`config.mk`:
```
export PLATFORM = sky130hd
export DESIGN_NAME = fp_norm_round_seq
export DESIGN_NICKNAME = d
export VERILOG_FILES = /design/src/rtl/fp_norm_round_seq_pkg.sv /design/src/rtl/pr_enc27.sv /design/src/rtl/fp_norm_round_seq.sv
export SDC_FILE = /design/constraint.sdc
export NUM_CORES = 1
export LEC_CHECK = 0
export CAP_MARGIN = 20
export CORE_MARGIN = 2
export CORE_UTILIZATION = 50
export DETAILED_ROUTE_END_ITERATION = 6
export PLACE_DENSITY = 0.72
export SYNTH_ARGS = -nofsm -noshare
export SYNTH_HDL_FRONTEND = slang
export SYNTH_HIERARCHICAL = 1
export SYNTH_SLANG_ARGS = --single-unit
```
`constraint.sdc`:
```
create_clock -name clk -period 6.95 [get_ports clk]
set_clock_uncertainty 0.1 [all_clocks]
set_input_delay 1.0425 -clock clk [delete_from_list [all_inputs] [get_ports clk]]
set_output_delay 1.0425 -clock clk [all_outputs]
set_load 0.05 [all_outputs]
```
`src/rtl/fp_norm_round_seq_pkg.sv`:
```
// Shared encodings for the FP normalise/round sequencer.
// State codes, exponent limits and GRS bit positions.
package fp_norm_round_seq_pkg;

  typedef enum logic [1:0] {
    ST_IDLE  = 2'd0,
    ST_NORM  = 2'd1,
    ST_ROUND = 2'd2,
    ST_HOLD  = 2'd3
  } state_t;

  localparam logic [7:0] EXP_MAX = 8'hFF;
  localparam int         BIAS    = 127;
  localparam int         EXP_LIM = 2 * BIAS + 1;

  localparam int LSB_BIT = 3;
  localparam int G_BIT   = 2;
  localparam int R_BIT   = 1;
  localparam int S_BIT   = 0;

  typedef struct packed {
    logic ovf;
    logic unf;
    logic inx;
  } flags_t;

endpackage

```
`src/rtl/pr_enc27.sv`:
```
// 27-bit leading-zero encoder.
// zero is set when no bit of a is high.
module pr_enc27 (
  input  logic [26:0] a,
  output logic [4:0]  lz,
  output logic        zero
);

  always_comb begin
    lz = 5'd0;
    for (int i = 0; i < 27; i++) begin
      if (a[i]) lz = 5'(26 - i);
    end
  end

  assign zero = ~|a;

endmodule

```
`src/rtl/fp_norm_round_seq.sv`:
```
// Normalise, round and pack a raw FP adder sum to binary32.
// Four-state sequencer with valid/ready on both sides.
module fp_norm_round_seq
  import fp_norm_round_seq_pkg::*;
#(
  parameter int RND_MODE = 0
) (
  input  logic        clk,
  input  logic        rst,
  input  logic        in_valid,
  output logic        in_ready,
  input  logic        in_sign,
  input  logic [7:0]  in_exp,
  input  logic        in_carry,
  input  logic [26:0] in_mant,
  output logic        out_valid,
  input  logic        out_ready,
  output logic [31:0] out_data,
  output logic        out_ovf,
  output logic        out_unf,
  output logic        out_inx
);

  state_t             state_q, state_d;
  logic               sign_q, sign_d;
  logic signed [9:0]  exp_q, exp_d;
  logic               carry_q, carry_d;
  logic [26:0]        mant_q, mant_d;
  logic               done_q, done_d;
  logic [31:0]        data_q, data_d;
  flags_t             flg_q, flg_d;

  logic [4:0]         lz;
  logic               mzero;
  logic               rnd_inc;
  logic [24:0]        sig;
  logic signed [9:0]  exp_r;
  logic [2:0]         grs;

  pr_enc27 u_enc (
    .a    (mant_q),
    .lz   (lz),
    .zero (mzero)
  );

  assign grs = {mant_q[G_BIT], mant_q[R_BIT], mant_q[S_BIT]};

  assign rnd_inc = (RND_MODE == 0) && mant_q[G_BIT] &&
                   (mant_q[R_BIT] | mant_q[S_BIT] | mant_q[LSB_BIT]);

  assign sig   = {1'b0, mant_q[26:3]} + {24'd0, rnd_inc};
  // Significand carry-out leaves 1.0 in sig, so only the exponent moves.
  assign exp_r = exp_q + (sig[24] ? 10'sd1 : 10'sd0);

  always_comb begin
    state_d = state_q;
    sign_d  = sign_q;
    exp_d   = exp_q;
    carry_d = carry_q;
    mant_d  = mant_q;
    done_d  = done_q;
    data_d  = data_q;
    flg_d   = flg_q;
    unique case (state_q)
      ST_IDLE: begin
        if (in_valid) begin
          sign_d  = in_sign;
          exp_d   = $signed({2'b00, in_exp});
          carry_d = in_carry;
          mant_d  = in_mant;
          done_d  = 1'b0;
          state_d = ST_NORM;
        end
      end
      ST_NORM: begin
        state_d = ST_ROUND;
        if (exp_q[7:0] == EXP_MAX) begin
          data_d = {sign_q, EXP_MAX, mant_q[25:3]};
          flg_d  = '0;
          done_d = 1'b1;
        end else if (carry_q) begin
          mant_d = {1'b1, mant_q[26:2], mant_q[1] | mant_q[0]};
          exp_d  = exp_q + 10'sd1;
        end else if (mzero) begin
          data_d = 32'd0;
          flg_d  = '0;
          done_d = 1'b1;
        end else if ($signed({5'd0, lz}) >= exp_q) begin
          data_d = {sign_q, 31'd0};
          flg_d  = '{ovf: 1'b0, unf: 1'b1, inx: 1'b1};
          done_d = 1'b1;
        end else begin
          mant_d = mant_q << lz;
          exp_d  = exp_q - $signed({5'd0, lz});
        end
      end
      ST_ROUND: begin
        state_d = ST_HOLD;
        if (!done_q) begin
          if (int'(exp_r) >= EXP_LIM) begin
            data_d = {sign_q, EXP_MAX, 23'd0};
            flg_d  = '{ovf: 1'b1, unf: 1'b0, inx: 1'b1};
          end else begin
            data_d = {sign_q, exp_r[7:0], sig[22:0]};
            flg_d  = '{ovf: 1'b0, unf: 1'b0, inx: |grs};
          end
        end
      end
      ST_HOLD: begin
        if (out_ready) state_d = ST_IDLE;
      end
      default: state_d = ST_IDLE;
    endcase
  end

  always_ff @(posedge clk) begin
    if (rst) begin
      state_q <= ST_IDLE;
      sign_q  <= 1'b0;
      exp_q   <= '0;
      carry_q <= 1'b0;
      mant_q  <= '0;
      done_q  <= 1'b0;
      data_q  <= '0;
      flg_q   <= '0;
    end else begin
      state_q <= state_d;
      sign_q  <= sign_d;
      exp_q   <= exp_d;
      carry_q <= carry_d;
      mant_q  <= mant_d;
      done_q  <= done_d;
      data_q  <= data_d;
      flg_q   <= flg_d;
    end
  end

  assign in_ready  = (state_q == ST_IDLE);
  assign out_valid = (state_q == ST_HOLD);
  assign out_data  = data_q;
  assign out_ovf   = flg_q.ovf;
  assign out_unf   = flg_q.unf;
  assign out_inx   = flg_q.inx;

endmodule

```
After elaboration in Yosys (flattened, before gate mapping)
Cells that the tools add are included.

storage, ports and cells
  flip-flop bits (word level) = 77
  input bits = 41
  output and inout bits = 37
  logic and storage cells = 105

cells by class
  $add $sub $neg = 4
  order comparisons = 2
  equal/unequal tests = 12
  shifts and indexed selects = 1
  multiplexer cells = 63
  bitwise operators = 2
  reduce and logical (&&, ||, !) cells = 11

operators by type and width
  kind                                                                     count
  32-bit 2-to-1 mux                                                        5
  27-bit 2-to-1 mux                                                        5
  5-bit 2-to-1 mux                                                         27
  32-bit case mux with 2 select lines                                      1
  27-bit case mux with 2 select lines                                      1
  10-bit 2-to-1 mux                                                        5
  31-bit 2-to-1 mux                                                        1
  27-bit OR reduction                                                      1
  27-bit by 5-bit << shifter with 27-bit output                            1
  24-bit by 1-bit adder with 25-bit output                                 1
  10-bit case mux with 2 select lines                                      1
  3-bit 2-to-1 mux                                                         6
  10-bit by 2-bit adder with 10-bit output                                 1
  10-bit by 2-bit adder with 10-bit output (second input constant)         1
  10-bit by 9-bit >= comparator with 1-bit output (second input constant)  1
  6-bit by 10-bit >= comparator with 1-bit output                          1
  10-bit by 6-bit subtractor with 10-bit output                            1
  8-bit equality test (second input constant)                              1
  2-bit case mux with 4 select lines                                       1
  4-bit AND reduction                                                      2
  1-bit 2-to-1 mux                                                         6
  2-bit inequality test (second input constant)                            3
  3-bit inequality test (second input constant)                            2
  3-bit case mux with 2 select lines                                       1
  other kinds (14)                                                         19

Logic depth before layout (Yosys ltp)
Gate-level depths: netlist (run 1).

  word-level depth = 33
  mapped depth = 16
  depth with buffers taken out = 14

Cells and area by module
Netlist (run 1), hierarchy kept.

modules (own cells, without submodules)
  module             instances  cells each  area each (um^2)  sequential area each (um^2)
  fp_norm_round_seq  1          799         6436.2            1541.5
  pr_enc27           1          57          322.8             0.0

Worst setup path after synthesis (run 1)
OpenSTA, ideal clock, no wires.

  path type = flip-flop to flip-flop
  from = reg mant_q[10]
  to = reg data_q[23] (netlist: out_data[23])
  data arrival time = 3.578 ns
  path slack = 3.131 ns
  stages on the path, launching flop included = 15
  path buffers = 2
  clock period less this slack = 3.819 ns
  cell sequence = dfxtp_1 or4_4 o21ai_1 nand3_1 a21boi_1 buf_2 inv_2 buf_1 ha_1 nor2b_1 o31ai_1 a21oi_1 a21o_1 a221oi_2 a211oi_1

between the ends
  longest elaborated chain between the ends = 20

ends and longest elaborated chain
  element                                          RTL line                  text
  start, declared                                  fp_norm_round_seq.sv:28   logic [26:0] mant_q, mant_d;
  start signal, assigned                           fp_norm_round_seq.sv:131  mant_q <= mant_d;
  5-bit 2-to-1 mux (17 in series)                  pr_enc27.sv:12            if (a[i]) lz = 5'(26 - i);
  net lz[2]                                        fp_norm_round_seq.sv:33   logic [4:0] lz;
  6-bit by 10-bit >= comparator with 1-bit output  fp_norm_round_seq.sv:88   end else if ($signed({5'd0, lz}) >= exp_q) begin
  4-bit inequality test (no source line)           -
  4-bit AND reduction (no source line)             -
  end signal, assigned                             fp_norm_round_seq.sv:133  data_q <= data_d;
  end, declared                                    fp_norm_round_seq.sv:30   logic [31:0] data_q, data_d;

The timed path passes the listed nets, and every way through them passes these cells. The select of a mux whose other input is x is not followed.
A chain may end at the register's enable or synchronous reset.

Final worst setup path (run 1)
  from = reg mant_q[10]
  to = reg data_q[30] (netlist: out_data[30])

The elaborated chain is that of the path after synthesis.

==> impl_results.md, run 1 <==
* Run status: completed
* Ratio of cells with drive above 1 in the final layout at 10.8%
* H-tree level count at 3
* Unique masters post-synth at 79
* Antenna violations before repair at 0
* Vias at 6,873
* Hold-fix buffer count after cts at 0
* Number of global-route vias before repair at 6,592
* Share of power burned in the clock network at 10.3%
* Ant diodes at 0
* Critical path start-end classification: reg -> reg
* Category of the worst setup path capture point: flip-flop
* DIE AREA at 14,500 sq um
* Share of power burned in combinational logic at 71.5%
* Number of vias per cell at 6.53
* Die Span Y at 120 um
* Number of DRC markers in iteration 0 at 677
* Top fanout value on the critical path at 63
* Clock tree from TritonCTS: yes
* Leading cell types in the layout, fill and taps excluded: 100 x nor2_1, 77 x dfxtp_1, 76 x clkdlybuf4s50_1
* Cell area after synthesis at 6760 sq um
* Clock root buffer master: clkbuf_16
* Final wirelength at 21,800 um
* Synth Area per Inst at 7.90 sq um
* Cell family with the largest share of critical-path delay: compound AO/OA/AOI/OAI gates
* Initial core utilization at 51.0%
* Leakage Power at 2.57 nW
* Pwr Density at 596 nW/um^2
* Class of the tightest hold or removal check: reg -> reg
* Total power after layout at 4.63 mW
* Final cell count without fillers at 1,052
* NumNets Final at 926
* Syn_nets at 911
* Post-route ant nets at 0
* Last weighted congestion value of the routability-driven placer at 0.882
* Post-synth top area share at 22.8%
* Highest-delay cell along the critical path: or4_4
* Clock-pin slew of the registers on the worst-case setup and hold paths at 60 ps
* Transition at the pin with the smallest max-transition slack at 1060 ps
* Placement-stage worst setup slack at 2220 ps
* Number of top-level design ports at 78
* Highest clock frequency the design can meet at 207 MHz
* Final routed wire length divided by cell count at 20.7 um
* Cell-internal power at 2.21 mW
* Predominant post-synthesis flop cell: dfxtp_1
* Number of warning messages in the yosys log at 6
* Total Routing Usage GR at 30.5%
* Share of synthesized area occupied by flip-flops and latches at 22.8%
* Number of maximum-capacitance violations at 0
* Slowest stage delay, CP at 630 ps
* DRC violation count after routing at 0
* Number of hold-slack violations in the final timing report at 0
* Post-CTS setup buffer count at 0
* Final worst path period need at 4830 ps
* FP Rows at 42
* Synthesis-stage register bit count at 77
* Resized Gates After CTS at 0
* Period utilization at 69.5%
* Worst Path Required at 7140 ps
* Number of buffers created by CTS at 9
* Total buffers and inverters traversed by the critical path at 3
* Crit path cell chain: or4_4, o21ai_1, nand3_1, a21boi_2, buf_4, inv_2, ha_1, nor2b_1, o31ai_1, a21oi_1, a31oi_4, buf_4, o311ai_0, o21ai_0
* Grt ovf at 0
* Die width at 120 um
* Arrival time at the worst endpoint at 5020 ps
* Number of buffers inserted by port buffering at 77
* Switching part of the total power at 52.3%
* Top area cells in the synthesized netlist: dfxtp_1 23%, mux4_2 9.7%, nor2_1 5.6%, nand2_1 4.2%, a211oi_1 4.0%
* Endpoints failing setup at 0
* Sink count of the clock tree at 77
* First-pass GRT wire length at 35,100 um
* Pin count of the biggest net entering global routing at 64
* Power share of the sequential group at 18.2%
* Number of cells produced by synthesis at 856
* Dpl hpwl at 14,900 um
* Most prevalent standard cell on the critical path: buf_4
* Total iterations of the first detailed-routing run at 5
* Max-Slew Margin vs Limit at 29.2%
* Placed cells at 1,036
* Area added between synthesis and finish at 15.0%
* Latest clock arrival within the worst-skew pair at 360 ps
* Post-synth top area cell: dfxtp_1
* Setup repair after global routing missed its margin: no
* Worst-case vdd ir drop at 0.289 mV
* Sw power at 2.43 mW
* Most frequent standard cell in the layout excluding fill and tap cells: nor2_1
* Number of slew-limit violations in the final report at 0
* Proportion of register bits with asynchronous set or reset after synthesis at 0%
* Number of enable-type register cells in the synthesized netlist at 0
* Placeable core area at 13,200 sq um
* Total negative slack at 0 ps
* Final setup slack of the worst path at 2120 ps
* Critical Path Start Type: flip-flop
* Buffer levels on the longest clock path at 2
-- synth_stat cells, types with 3 or more instances --
| library cell | n |
|---|---|
| a22oi_1 | 7 |
| and3_1 | 7 |
| nand4_1 | 10 |
| a221oi_1 | 4 |
| a21oi_1 | 47 |
| xnor2_1 | 11 |
| nor4_1 | 8 |
| or4_4 | 3 |
| a32oi_1 | 5 |
| buf_6 | 4 |
| nor2_1 | 100 |
| clkbuf_1 | 52 |
| nand3_1 | 27 |
| a2bb2oi_1 | 24 |
| nor3_1 | 25 |
| mux2i_1 | 19 |
| a31oi_1 | 6 |
| o22ai_1 | 5 |
| o31ai_1 | 10 |
| or3_1 | 4 |
| inv_1 | 22 |
| a311oi_1 | 6 |
| a211oi_1 | 36 |
| o22a_1 | 3 |
| mux2_2 | 12 |
| o21a_1 | 5 |
| nand3b_1 | 3 |
| buf_4 | 3 |
| o21ai_0 | 33 |
| nand2_1 | 75 |
| dfxtp_1 | 77 |
| and2_1 | 6 |
| or2_2 | 3 |
| nand2b_1 | 17 |
| nor2b_1 | 10 |
| buf_2 | 18 |
| o221ai_1 | 3 |
| o311ai_0 | 7 |
| mux4_2 | 29 |
| o211ai_1 | 23 |
| xor2_1 | 20 |
| ha_1 | 13 |
| nor3b_1 | 4 |
| buf_1 | 9 |
-- cells by family after synthesis --
family | after synthesis | synth area share, %
buffers and inverters | 111 | 7.11
DFF | 77 | 22.8
muxes | 60 | 14.5
AOI/OAI and AO/OA | 249 | 26.4
adders and majority gates | 14 | 2.70
xor gates and xnor gates | 31 | 4.02
and+or+nand+nor | 314 | 22.5
-- flip-flops by register name, summed over array words and instances (netlist names) --
signal and flops:
out_data 32, sign_q 1, carry_q 1, exp_q 10, out_unf 1, state_q 2
done_q 1, out_ovf 1, mant_q 27, out_inx 1
-- worst reg2reg max path, cell delays in order, from the launching register on --
cell and delay, ps:
dfxtp_1 510, or4_4 630, o21ai_1 180, nand3_1 130
a21boi_2 160, buf_4 360, inv_2 270, ha_1 410
nor2b_1 190, o31ai_1 370, a21oi_1 280, a31oi_4 230
buf_4 500, o311ai_0 310, o21ai_0 130
-- per-layer routing --
metal  wire length (um)  GRT usage (%)
met1               9220           39.2
met5                  0              0
met4                710           12.9
met2              10300           50.1
met3               1520           6.04
-- power groups by stage --
stage	Clock [mW]	Combinational, mW	Sequential, mW
5_1_grt	0.502	3.57	0.863
3_3_place_gp	0	3.19	0.833
4_1_cts	0.485	3.28	0.833
6_report	0.480	3.31	0.841
2_1_floorplan	0	2.52	0.844
3_5_place_dp	0	3.25	0.841
-- through the flow --
stage | utilization [%] | hold WS, ps | cell area (sq um)
after floorplan | - | 337 | 6760
after global placement | 56.4 | 347 | 7470
after detailed placement | 56.5 | 352 | 7480
after CTS | 58.7 | 362 | 7770
after global routing | 58.7 | 391 | 7770
final | 58.7 | 367 | 7770
-- cell type report --
class,count,area (sq um)
fillers,1232,5470
multi-input cells,668,4760
flip-flops and latches,77,1540
repair buffers,90,871
clock buffers,10,229
well taps,176,220
inverters,25,93.8
clock inverters,6,63.8
-- worst paths after layout --
kind	slack [ps]	depth (start not counted)	from	end
max reg2reg	2120	14	mant_q[10]	out_data[30]
min reg2reg	370	2	sign_q	sign_q
min	370	2	sign_q	sign_q
max	2120	14	mant_q[10]	out_data[30]
Note: power is estimated with default switching activity, not from simulation.
==> inputs of run 2 (changes only) <==
--- a/config.mk
+++ b/config.mk
@@ -9,7 +9,7 @@
 export CORE_MARGIN = 2
 export CORE_UTILIZATION = 50
 export DETAILED_ROUTE_END_ITERATION = 6
-export PLACE_DENSITY = 0.72
+export PLACE_DENSITY = 0.75
 export SYNTH_ARGS = -nofsm -noshare
 export SYNTH_HDL_FRONTEND = slang
 export SYNTH_HIERARCHICAL = 1
==> constraint.sdc (replaced) <==
create_clock -name clk -period 4.2 [get_ports clk]
set_clock_uncertainty 0.1 [all_clocks]
set_input_delay 0.63 -clock clk [delete_from_list [all_inputs] [get_ports clk]]
set_output_delay 0.63 -clock clk [all_outputs]
set_load 0.05 [all_outputs]
==> run 2 against run 1 <==
  * Global-route usage is 0.56 points lower
  * Non-clock buffer count is 34 higher
  * Critical path type unchanged
  * Largest power group unchanged
  * Cell area is 3.5% higher
  * Register-to-register slack worse by 1800 ps
  * Utilization is 2.1 points higher
  * Sequential share of layout area is 0.66 points lower
  * Clock power is 66% higher
==> impl_results.md, run 2 (synthesis gave the netlist of run 1 again) <==
* Setup repair after global routing missed its margin: no
* Ratio of cells with drive above 1 in the final layout at 14.2%
* Most frequent standard cell in the layout excluding fill and tap cells: nor2_1
* Clock tree from TritonCTS: yes
* Total negative slack at 0 ps
* Critical path start-end classification: reg -> reg
* Antenna violations before repair at 0
* Worst-case vdd ir drop at 0.677 mV
* Worst Path Required at 4330 ps
* Area of all placed cells without fillers at 8050 sq um
* Top fanout value on the critical path at 23
* Class of the tightest hold or removal check: reg -> reg
* Routed met2 length at 9640 um
* H-tree level count at 3
* Placed cells at 1,069
* Run status: completed
* Number of DRC markers in iteration 0 at 886
* Standard cell area after detailed placement at 7750 sq um
* Transition at the pin with the smallest max-transition slack at 771 ps
* Final worst path period need at 3890 ps
* NumNets Final at 960
* Clock-pin slew of the registers on the worst-case setup and hold paths at 60 ps
* Dpl hpwl at 15,000 um
* Crit path cell chain: buf_4, nand4_1, nor4_2, and3_1, and3_1, ha_1, ha_1, nand3_1, or3_1, and3_1, a22oi_2, buf_4, a2bb2oi_1, a211oi_1
* Number of slew-limit violations in the final report at 0
* Critical Path Start Type: flip-flop
* Arrival time at the worst endpoint at 4020 ps
* Sink count of the clock tree at 77
* Utilization after layout at 60.8%
* Buffer levels on the longest clock path at 2
* Die Span Y at 120 um
* Clock root buffer master: clkbuf_16
* Leakage Power at 2.75 nW
* Leading cell types in the layout, fill and taps excluded: 100 x nor2_1, 76 x dfxtp_1, 76 x clkdlybuf4s50_1
* Period utilization at 92.5%
* Number of buffers inserted by port buffering at 77
* Final routed wire length divided by cell count at 19.6 um
* Total Routing Usage GR at 30.0%
* Pwr Density at 978 nW/um^2
* DRC violation count after routing at 0
* Highest routed metal layer: met4
* Vias at 7,015
* DIE AREA at 14,500 sq um
* Highest-delay cell along the critical path: dfxtp_1
* Filler Cell Count at 1,211
* Number of hold-slack violations in the final timing report at 0
* Number of vias per cell at 6.46
* Area added between synthesis and finish at 19.1%
* Number of top-level design ports at 78
* Routed wire length on met3 at 2230 um
* First-pass GRT wire length at 34,700 um
* Flip-flop count of the largest register, all copies and words added at 32
* Hold-fix buffer count after cts at 0
* Wl on met1 at 8760 um
* Final cell count without fillers at 1,086
* Placeable core area at 13,200 sq um
* Max-Slew Margin vs Limit at 48.6%
* Die width at 120 um
* Category of the worst setup path capture point: flip-flop
* Slowest stage delay, CP at 550 ps
* Endpoints failing setup at 0
* Latest clock arrival within the worst-skew pair at 360 ps
* Post-route ant nets at 0
* Last weighted congestion value of the routability-driven placer at 0.960
* Ant diodes at 0
* Number of global-route vias before repair at 6,417
* Initial core utilization at 51.0%
* Grt ovf at 0
* Number of buffers created by CTS at 9
* Pin count of the biggest net entering global routing at 47
* Final wirelength at 21,300 um
* Number of maximum-capacitance violations at 0
* Total iterations of the first detailed-routing run at 5
* Most prevalent standard cell on the critical path: and3_1
* FP Rows at 42
* Highest clock frequency the design can meet at 257 MHz
run 2: cell count changes in the layout (fill, tap and decap cells not counted):
cell | before | now
buf_12 | 0 | 2
buf_4 | 12 | 45
buf_8 | 1 | 0
clkbuf_1 | 1 | 2
clkinv_2 | 2 | 1
clkinvlp_4 | 2 | 1
dfxtp_1 | 77 | 76
dfxtp_2 | 0 | 1
inv_6 | 0 | 1
run 2: metal layers:
layer  track usage, %  vias to the layer above
met2             46.2                      433
met3             7.22                       55
met4             9.23                        0
met1             41.7                     3232
li1                 -                     3295
met5                0                        -
run 2: area by class of cell:
cell class	instances	area [sq um]	share of cell area, %
clock buffers	11	233	2.89
clock inverters	5	60.1	0.746
repair buffers	124	1140	14.2
well taps	176	220	2.74
flip-flops and latches	77	1540	19.2
inverters	25	93.8	1.17
multi-input cells	668	4760	59.1
run 2: where the power goes:
group	total (mW)	internal (mW)	switching, mW	leakage, nW
clock	0.795	0.463	0.332	0.140
combinational	5.78	2.45	3.33	1.98
sequential	1.30	0.950	0.346	0.633
total	7.87	3.86	4.01	2.75
run 2: per-stage QoR:
step | hold slack, ps | worst slack [ps] | total power [mW]
after floorplan | 337 | 381 | 5.57
after global placement | 349 | 431 | 6.87
after detailed placement | 355 | 298 | 6.94
after CTS | 365 | 258 | 7.76
after global routing | 398 | 10.3 | 8.43
final | 362 | 313 | 7.87
run 2: critical path, delay by kind of cell, from the launching register on:
kind / cells / cell delay (ps)
AOI/OAI and AO/OA: 3 / 500
adders and majority gates: 2 / 360
buffers and inverters: 2 / 510
DFF: 1 / 550
and+or+nand+nor: 7 / 1720
run 2: final timing paths:
| check | endpoint | slack, ps | depth (start not counted) | startpoint |
|---|---|---|---|---|
| setup / recovery | out_data[0] | 310 | 14 | mant_q[7] |
| hold reg to reg | sign_q | 360 | 2 | sign_q |
| setup reg to reg | out_data[0] | 310 | 14 | mant_q[7] |
| hold / removal | sign_q | 360 | 2 | sign_q |
run 2: what timing repair did:
action	4_1_cts	5_1_grt
setup endpoints to repair	0	11
buffers inserted	0	1
hold endpoints to repair	0	0
resized for setup	0	1
==> inputs of run 3 (changes only) <==
--- a/config.mk
+++ b/config.mk
@@ -6,9 +6,10 @@
 export NUM_CORES = 1
 export LEC_CHECK = 0
 export CAP_MARGIN = 20
-export CORE_MARGIN = 2
+export CORE_MARGIN = 10
 export CORE_UTILIZATION = 50
 export DETAILED_ROUTE_END_ITERATION = 6
+export MAX_ROUTING_LAYER = met4
 export PLACE_DENSITY = 0.75
 export SYNTH_ARGS = -nofsm -noshare
 export SYNTH_HDL_FRONTEND = slang
==> run 3 against run 2 <==
  * Cell count unchanged
  * Routed wire length increased by 5.5%
  * Setup slack got worse by 90 ps
  * Critical path depth decreased by 1
  * Global-route usage decreased by 5.5 points
  * Register-to-register slack got worse by 90 ps
  * Largest power group unchanged
==> impl_results.md, run 3 (synthesis gave the netlist of run 1 again) <==
* Run status: completed
* Clock tree from TritonCTS: yes
* Setup slack on the worst flop-to-flop path at 220 ps
* Placeable core area at 13,200 sq um
* Total negative slack at 0 ps
* Highest clock frequency the design can meet at 251 MHz
* Total iterations of the first detailed-routing run at 5
* Number of vias per cell at 6.52
* Class of the tightest hold or removal check: reg -> reg
* Filler Cell Count at 1,202
* Hold-fix buffer count after cts at 0
* Dpl hpwl at 16,000 um
* Final worst path period need at 3980 ps
* Top fanout value on the critical path at 7
* Multi-input logic area at 4780 sq um
* DIE AREA at 18,600 sq um
* Leading cell types in the layout, fill and taps excluded: 100 x nor2_1, 77 x dfxtp_1, 76 x clkdlybuf4s50_1
* Die width at 136 um
* Number of maximum-capacitance violations at 0
* Flip-flop count of the largest register, all copies and words added at 32
* Last weighted congestion value of the routability-driven placer at 1.01
* Number of buffers inserted by port buffering at 77
* Power share of the sequential group at 15.0%
* Number of top-level design ports at 78
* Endpoint of the most critical setup path: out_data[30]
* Ratio of cells with drive above 1 in the final layout at 14.4%
* Antenna violations before repair at 0
* Highest-delay cell along the critical path: dfxtp_1
* Pwr Density at 989 nW/um^2
* Endpoints failing setup at 0
* Latest clock arrival within the worst-skew pair at 350 ps
* Most frequent standard cell in the layout excluding fill and tap cells: nor2_1
* Final cell count without fillers at 1,086
* Share of power burned in the clock network at 10.6%
* Ant diodes at 0
* Crit path cell chain: nand3_1, nor4_2, buf_4, and3_1, and3_1, ha_1, ha_1, nand3_1, o21a_1, o2111ai_1, a31oi_2, o311ai_0, o21ai_0
* Worst Path Required at 4310 ps
* Setup repair after global routing missed its margin: no
* Post-CTS setup buffer count at 0
* Total Routing Usage GR at 24.5%
* Area added between synthesis and finish at 20.4%
* Clock root buffer master: clkbuf_16
* Arrival time at the worst endpoint at 4090 ps
* Leakage Power at 2.79 nW
* Number of global-route vias before repair at 6,654
* Cell-internal power at 3.97 mW
* Share of power burned in combinational logic at 74.4%
* Category of the worst setup path capture point: flip-flop
* Worst-case vdd ir drop at 0.608 mV
* Transition at the pin with the smallest max-transition slack at 811 ps
* Period utilization at 94.7%
* Slowest stage delay, CP at 570 ps
* Switching part of the total power at 50.7%
* Vias at 7,077
* Sw power at 4.08 mW
* First-pass GRT wire length at 35,900 um
* FP Rows at 42
* Hold path startpoint: sign_q
* Number of slew-limit violations in the final report at 0
* Final routed wire length divided by cell count at 20.7 um
* Endpoint of the worst register-to-register path: out_data[30]
* Post-route ant nets at 0
* Clock-pin slew of the registers on the worst-case setup and hold paths at 60 ps
* Storage element area at 1540 sq um
* Utilization after layout at 61.4%
* Start point of the critical path: mant_q[14]
* Max-Slew Margin vs Limit at 45.9%
* Beginning of the worst register-to-register path: mant_q[14]
* Buffer levels on the longest clock path at 2
* Pin count of the biggest net entering global routing at 53
* Sink count of the clock tree at 77
* NumNets Final at 961
* Number of hold-slack violations in the final timing report at 0
* Number of buffers created by CTS at 9
* Number of DRC markers in iteration 0 at 940
* Initial core utilization at 51.0%
* Critical Path Start Type: flip-flop
* Count of cells along the worst register-to-register path at 13
* Critical path start-end classification: reg -> reg
* H-tree level count at 3
* Grt ovf at 0
* Die Span Y at 136 um
* Final wirelength at 22,500 um
* Placed cells at 1,071
* DRC violation count after routing at 0
run 3: cell type report:
type	count	area share [%]
Tap cell	176	2.71
Sequential cell	77	18.9
Multi-Input combinational cell	668	58.7
Clock inverter	4	0.892
Inverter	25	1.15
Clock buffer	11	2.98
Timing Repair Buffer	125	14.6
run 3: layer usage:
layer | wire [um] | share of wire (%) | track usage, %
met5 | 0 | 0 | -
met4 | 683 | 3.0 | 8.58
met3 | 2040 | 9.1 | 5.68
met2 | 10500 | 47 | 38.5
met1 | 9250 | 41 | 30.2
run 3: power by group through the flow:
stage	clock [mW]	combinational [mW]	sequential, mW
2_1_floorplan	0	4.17	1.40
3_3_place_gp	0	5.75	1.21
3_5_place_dp	0	5.80	1.21
4_1_cts	0.860	5.85	1.20
5_1_grt	0.884	6.46	1.23
6_report	0.852	5.99	1.21
run 3: through the flow:
step	worst slack (ps)	hold slack (ps)	power, mW	area (sq um)
2_1_floorplan	381	337	5.57	6760
3_3_place_gp	290	347	6.96	7800
5_1_grt	20.6	373	8.58	8140
3_5_place_dp	272	348	7.01	7800
6_report	223	359	8.05	8140
4_1_cts	215	357	7.90	8120
run 3: worst max-delay path, delay by kind of cell (launching register included):
family | cells | cell delay (ps)
AOI/OAI and AO/OA | 5 | 1410
and+or+nand+nor | 5 | 1210
DFF | 1 | 570
adders and majority gates | 2 | 360
buffers and inverters | 1 | 190
run 3: worst min-delay path by stage:
stage / to / slack (ps) / cells after the start
final: sign_q / 360 / 2
after global routing: sign_q / 370 / 2
after CTS: sign_q / 360 / 2
after detailed placement: sign_q / 350 / 2
after global placement: sign_q / 350 / 2
after floorplan: sign_q / 340 / 2
run 3: what timing repair did:
item,4_1_cts,5_1_grt
endpoints found under the hold margin,0,0
gates resized for setup,0,3
endpoints found under the setup margin,0,7
